**config.mk**
```make
export PLATFORM = sky130hd
export DESIGN_NAME = select_scheduler
export DESIGN_NICKNAME = d
export VERILOG_FILES = /design/src/rtl/select_scheduler.sv
export SDC_FILE = /design/constraint.sdc
export NUM_CORES = 1
export LEC_CHECK = 0
export ABC_AREA = 1
export CORE_UTILIZATION = 50
export DETAILED_ROUTE_END_ITERATION = 12
export PLACE_DENSITY_LB_ADDON = 0.12
export SETUP_SLACK_MARGIN = 0.2
export SKIP_LAST_GASP = 1
export SLEW_MARGIN = 20
export SYNTH_ARGS = -nofsm -noshare
export SYNTH_HDL_FRONTEND = slang
export SYNTH_SLANG_ARGS = --single-unit
```
**constraint.sdc**
```tcl
create_clock -name clk -period 3.1 [get_ports clk]
set_input_delay 0.31 -clock clk [delete_from_list [all_inputs] [get_ports clk]]
set_output_delay 0.31 -clock clk [all_outputs]
set_load 0.01 [all_outputs]
```
**src/rtl/select_scheduler.sv**
```systemverilog
// Steps a select index through the enabled slots of a latched mask, holding each for DWELL cycles.
// Build option: define SELECT_SCHED_LOOP_EN to repeat passes until abort/reset instead of returning to IDLE.
module select_scheduler #(
  parameter int unsigned DWELL   = 1562500,
  parameter int unsigned NUM_SEL = 10
) (
  input  logic               clk,
  input  logic               reset,
  input  logic               start,
  input  logic               abort,
  input  logic               pause,
  input  logic [NUM_SEL-1:0] slot_mask,
  output logic [3:0]         select,
  output logic               busy,
  output logic               slot_end,
  output logic               done
);

  localparam logic [23:0] DWELL_LAST = 24'(DWELL - 1);

  typedef enum logic {IDLE, RUN} state_t;

  state_t             state_q, state_d;
  logic [3:0]         select_q, select_d;
  logic [23:0]        count_q, count_d;
  logic [NUM_SEL-1:0] mask_q, mask_d;
  logic               done_q, done_d;

  logic [3:0] first_in_idx, first_latched_idx, next_idx;
  logic       has_next;
  logic       slot_end_int;

  // Descending scans so the lowest qualifying index wins.
  always_comb begin
    first_in_idx      = 4'd0;
    first_latched_idx = 4'd0;
    next_idx          = 4'd0;
    has_next          = 1'b0;
    for (int i = int'(NUM_SEL) - 1; i >= 0; i--) begin
      if (slot_mask[i]) first_in_idx = 4'(i);
      if (mask_q[i]) first_latched_idx = 4'(i);
      if (mask_q[i] && (i > int'(select_q))) begin
        next_idx = 4'(i);
        has_next = 1'b1;
      end
    end
  end

  assign slot_end_int = (state_q == RUN) && (count_q == DWELL_LAST) && !pause && !abort;

  always_comb begin
    state_d  = state_q;
    select_d = select_q;
    count_d  = count_q;
    mask_d   = mask_q;
    done_d   = 1'b0;
    case (state_q)
      IDLE: begin
        if (start) begin
          if (|slot_mask) begin
            mask_d   = slot_mask;
            state_d  = RUN;
            select_d = first_in_idx;
            count_d  = 24'd0;
          end else begin
            done_d = 1'b1;
          end
        end
      end
      RUN: begin
        if (abort) begin
          state_d  = IDLE;
          select_d = 4'd0;
          count_d  = 24'd0;
        end else if (slot_end_int) begin
          count_d = 24'd0;
          if (has_next) begin
            select_d = next_idx;
          end else begin
            done_d = 1'b1;
`ifdef SELECT_SCHED_LOOP_EN
            select_d = first_latched_idx;
`else
            state_d  = IDLE;
            select_d = 4'd0;
`endif
          end
        end else if (!pause) begin
          count_d = count_q + 24'd1;
        end
      end
      default: begin
        state_d  = IDLE;
        select_d = 4'd0;
        count_d  = 24'd0;
      end
    endcase
  end

  always_ff @(posedge clk) begin
    if (reset) begin
      state_q  <= IDLE;
      select_q <= 4'd0;
      count_q  <= 24'd0;
      mask_q   <= '0;
      done_q   <= 1'b0;
    end else begin
      state_q  <= state_d;
      select_q <= select_d;
      count_q  <= count_d;
      mask_q   <= mask_d;
      done_q   <= done_d;
    end
  end

  assign select   = select_q;
  assign busy     = (state_q == RUN);
  assign slot_end = slot_end_int;
  assign done     = done_q;

endmodule

```
==> results of run 1 <==
## path summary, 6_finish.rpt
kind	end	slack (ns)	startpoint	depth (start not counted)
setup / recovery	slot_end	0.79	abort	7
hold reg to reg	mask_q[7]	0.51	mask_q[7]	2
hold / removal	mask_q[7]	0.51	mask_q[7]	2
setup reg to reg	count_q[7]	1.21	busy	10
## sequential cells by signal, indices dropped and copies added (netlist names)
signal and count:
done 1, busy 1, mask_q 9, count_q 24, select 4
## power by group through the flow
stage / registers [mW] / logic [mW] / clock network, mW
floorplan: 0.545 / 0.129 / 0
global placement: 0.547 / 0.191 / 0
detailed placement: 0.546 / 0.192 / 0
CTS: 0.534 / 0.193 / 0.350
global route: 0.537 / 0.217 / 0.369
finish: 0.535 / 0.193 / 0.341
## layout make-up
class	instances	area (µm²)
clock inverters	2	12.5
inverters	46	175
multi-input cells	259	1340
repair buffers	21	210
fillers	393	1760
flip-flops and latches	39	781
well taps	52	65.1
clock buffers	6	72.6
## cells by family (layout without fill, tap and decap cells)
| logic type | count (synthesis) | count (layout) | synth area share (%) |
|---|---|---|---|
| and+or+nand+nor | 200 | 200 | 42.7 |
| xor gates and xnor gates | 2 | 2 | 0.752 |
| AOI/OAI and AO/OA | 56 | 56 | 13.5 |
| DFF | 39 | 39 | 33.5 |
| buffers and inverters | 52 | 75 | 8.97 |
| adders and majority gates | 1 | 1 | 0.537 |
## critical path: cells and delay by family
kind	cells	cell delay, ns
buffers and inverters	3	1.05
AND/OR/NAND/NOR	4	0.64
## through the flow
step	hold WS [ns]	area, µm²	std cells	setup slack [ns]	total power [mW]
CTS	0.506	2660	425	0.803	1.08
floorplan	0.455	2330	350	1.56	0.674
detailed placement	0.485	2570	417	0.801	0.738
global route	0.526	2660	425	0.657	1.12
finish	0.506	2660	425	0.793	1.07
global placement	0.477	2570	417	0.830	0.738
## synthesized netlist by cell type, types with 2 or more instances
cell type  count
a21oi_1       25
o21ai_0       15
nor2_4         5
nand2_4        2
nor2_2         7
a211oi_1       2
inv_1         43
nor2_1        43
buf_2          3
nand4_1       12
nand3_2        2
o21bai_1       2
o21a_1         2
dfxtp_1       39
nor3_2         6
nand2_1       78
inv_2          2
o211ai_1       2
nand2_2        6
nor3_1        12
xor2_1         2
or2_2          2
nand3_1       17
a31oi_1        6
clkbuf_1       2
## layer usage
metal	share of wire (%)	wire length (µm)
met4	0.97	55
met1	49	2780
met3	7.1	400
met5	0	0
met2	43	2420
==> out/metrics.yaml, run 1 <==
yosys:
  yosysTopAreaCellShare_pct: 33.5
  synthCells: 350
  ys_async_sr_fraction_pct: 0
  yosys.area.top_type: "dfxtp_1"
  synth.distinct_cells: 38
  syn-num-nets: 366
  syn-cell-area_mm2: 0.00233
  avgSynthCellArea_um2: 6.66
  ys_seq_area_share_pct: 33.5
  synth_edf_count: 0
  synth_ff_type: "dfxtp_1"
  ys_ff_latch: 39
  ys_top_cells_by_area: "dfxtp_1 34%, nand2_1 13%, inv_1 6.9%"
  ys_warn_count: 0
power:
  intPower_uw: 749
  leakagePower_nw: 1.05
  ir_drop_mv: 0.217
  p_seq_share_pct: 50.0
  combPwrFrac_pct: 18.1
  pwr-share-clk_pct: 31.9
  switching_share_pct: 29.9
  power_density_mw_per_mm2: 402
  p_switching_uw: 320
global_routing:
  grt_max_degree: 17
  use_met3_pct: 5.19
  track_usage_pct: 24.7
  grt_pass1_wl_um: 9740
  grt_pass1_vias: 2106
  grt_util_met1_pct: 36.2
  antenna_found_initial: 0
  top_usage_layer: "met1"
  grt_util_met2_pct: 35.8
  overflow: 0
setup_path:
  cp_max_fo: 7
  cp_slowest_cell: "clkdlybuf4s50_1"
  critPathMaxStageDelay_ns: 0.54
  crit_required_ns: 2.79
  path_class: "in2out"
  crit_arrival_ns: 2.00
  cp-end-kind: "primary output"
  worstPathCellList: "clkdlybuf4s50_1, nor2_2, nand4_1, nor3_1, nand4_1, inv_1, clkdlybuf4s50_1"
  critPathLaunchType: "input port"
timing:
  drv_slew: 0
  min_period_ns: 2.31
  max_freq_mhz: 433
  skew_ns: 0.00441
  tns_ns: 0
  hold_violations: 0
  relSlewSlack_pct: 71.7
  setup-violations-final: 0
  worst_pin_slew_ns: 0.423
  period_share_pct: 74.4
  rsz0062_at_grt: "no"
cts:
  clockBufferDepth: 2
  clock-sinks: 39
  cts_tree: "built"
  root_buffer: "clkbuf_8"
  clkTransAtPathRegs_ns: 0.08
  cts_setup_buffers: 0
  ctsHtreeMaxLevel: 2
  clk_latency_ns: 0.29
  hold_buffers: 0
  cts-buffers-inserted: 5
  cts-resized-gates: 0
die:
  die-height_um: 70.3
  start_util_pct: 52.8
  row_count: 24
  ios: 22
  die_area_mm2: 0.00494
  core_area_mm2: 0.00441
  fp.dieW_um: 70.3
worst_hold_path:
  hold_path_class: "reg2reg"
route:
  drc: 0
  avgViaCountPerCell: 5.50
  drt-pass1-iter-count: 5
  vias: 2338
  totalWireLength_um: 5660
  wire_per_inst_um: 13.3
  drtIter0Drc: 210
  ant_nets: 0
status:
  status: "completed"
layout:
  area_growth_syn_to_layout_pct: 14.0
  antenna_cells: 0
  layout_common_cells: "78 x nand2_1, 43 x inv_1, 43 x nor2_1"
  final_layout_size_suffix_gt1_share_pct: 11.5
  fin_util_pct: 60.2
  nNetsFinal: 388
  final_common_cell: "nand2_1"
placed_design:
  dp_hpwl_um: 4440
  place_congestion: 0.898
  io_buffers: 21
job:
  cap_violations: 0
Note: power is estimated with default switching activity, not from simulation.
==> inputs of run 2 (changes only) <==
clock period = 2.29 ns   (was 3.1 ns; I/O delays follow)
==> out/metrics.yaml, run 2 (same netlist as run 1, synthesis figures left out) <==
global_routing:
  track_usage_pct: 24.5
  grt_max_degree: 17
  overflow: 0
  grt_pass1_vias: 2172
  grt_pass1_wl_um: 9650
  antenna_found_initial: 0
setup_path:
  cp_top_family: "simple AND/OR/NAND/NOR gates"
  critPathLaunchType: "flop"
  cp_num_buf_inv: 2
  worstPathCellList: "ha_1, nand3_1, inv_1, nand3_1, nor2_1, nand2_1, nand2_1, nand2_4, nand2_4, inv_2, o21ai_0, a21oi_1"
  critPathMaxStageDelay_ns: 0.39
  crit_arrival_ns: 2.09
  cp-end-kind: "flop"
  ff2ff_path_depth: 12
  crit_required_ns: 2.47
  crit_cells: 12
  cp_slowest_cell: "dfxtp_1"
  path_class: "reg2reg"
  cp_max_fo: 14
power:
  finalPower_mw: 1.51
  leakagePower_nw: 1.09
  power_density_mw_per_mm2: 557
  ir_drop_mv: 0.378
placed_design:
  dp.cells: 422
  io_buffers: 21
  dp_hpwl_um: 4470
  placedInstanceArea_mm2: 0.00261
  place_congestion: 0.888
  pre_cts_slack_ns: 0.125
route:
  vias: 2298
  drtIter0Drc: 135
  totalWireLength_um: 5650
  ant_nets: 0
  drc: 0
  drt-pass1-iter-count: 4
  wire_per_inst_um: 13.1
  avgViaCountPerCell: 5.34
worst_hold_path:
  hold_path_class: "reg2reg"
  min_path_cells: 2
timing:
  period_share_pct: 83.5
  setup-violations-final: 0
  rsz0062_at_grt: "no"
  relSlewSlack_pct: 71.7
  drv_slew: 0
  tns_ns: 0
  min_period_ns: 1.91
  hold_violations: 0
  fin_ws_ns: 0.377
  worst_hold_slack_ns: 0.499
  worst_pin_slew_ns: 0.424
  max_freq_mhz: 523
  skew_ns: 0.00863
cts:
  clk_latency_ns: 0.29
  hold_buffers: 0
  clkTransAtPathRegs_ns: 0.08
  clock-sinks: 39
  root_buffer: "clkbuf_8"
  clockBufferDepth: 2
  ctsHtreeMaxLevel: 2
  cts-buffers-inserted: 5
  cts_tree: "built"
  cts_setup_buffers: 0
layout:
  multi_input_area_mm2: 0.00135
  fin_area_mm2: 0.00272
  area_growth_syn_to_layout_pct: 16.5
  layout_common_cells: "78 x nand2_1, 43 x inv_1, 42 x nor2_1"
  antenna_cells: 0
  fin_util_pct: 61.5
  final_common_cell: "nand2_1"
  regMostFlops: "count_q"
  largest_register_ffs: 24
  final_layout_size_suffix_gt1_share_pct: 13.0
  fillCellCount: 423
  instances_no_fill: 430
  nNetsFinal: 393
  seqCellArea_um2: 781
die:
  die_area_mm2: 0.00494
  die-height_um: 70.3
  row_count: 24
  start_util_pct: 52.8
  ios: 22
  fp.dieW_um: 70.3
  core_area_mm2: 0.00441
status:
  status: "completed"
job:
  cap_violations: 0
==> run 2: cell types whose count changed in the layout (fill, tap and decap cells not counted), sizes merged <==
cell | before | now
buf | 0 | 5
clkbuf | 6 | 8
clkdlybuf4s50 | 21 | 20
clkinv | 1 | 0
clkinvlp | 1 | 0
dlygate4sd2 | 0 | 1
==> run 2: final cells by class <==
| type | instances | share of cell area, % |
|---|---|---|
| inverter | 46 | 6.45 |
| timing repair buffer | 26 | 9.08 |
| multi-input combinational | 259 | 49.6 |
| sequential | 39 | 28.8 |
| tap | 52 | 2.40 |
| clock buffer | 8 | 3.69 |
==> run 2: path summary, 6_finish.rpt <==
kind	from	to	slack (ns)
min	count_q[1]	count_q[1]	0.50
min reg2reg	count_q[1]	count_q[1]	0.50
max reg2reg	count_q[0]	count_q[5]	0.38
max	count_q[0]	count_q[5]	0.38
==> run 2: timing repair <==
action                                  CTS  global route
pin swaps                                 0             0
endpoints found under the setup margin    1             1
gates resized for setup                   2             1
==> run 2: per-layer routing <==
layer  vias to the layer above  track usage [%]  routed length (µm)
li1                       1196                -                   -
met1                      1040             32.1                2770
met2                        56             40.6                2580
met3                         6             4.33                 227
met4                         0             8.00                  70
met5                         -                0                   0
==> run 2: worst register-to-register path: cells and delay by family, from the launching register on <==
| family | cells | cell delay, ns |
|---|---|---|
| simple gates | 7 | 0.84 |
| flops | 1 | 0.39 |
| fa+ha+maj | 1 | 0.24 |
| buf+inv | 2 | 0.19 |
| compound gates | 2 | 0.14 |
==> run 2: power by group <==
group	switching [mW]	internal, mW
logic	0.168	0.106
registers	0.0211	0.703
clock network	0.238	0.275
total	0.428	1.08
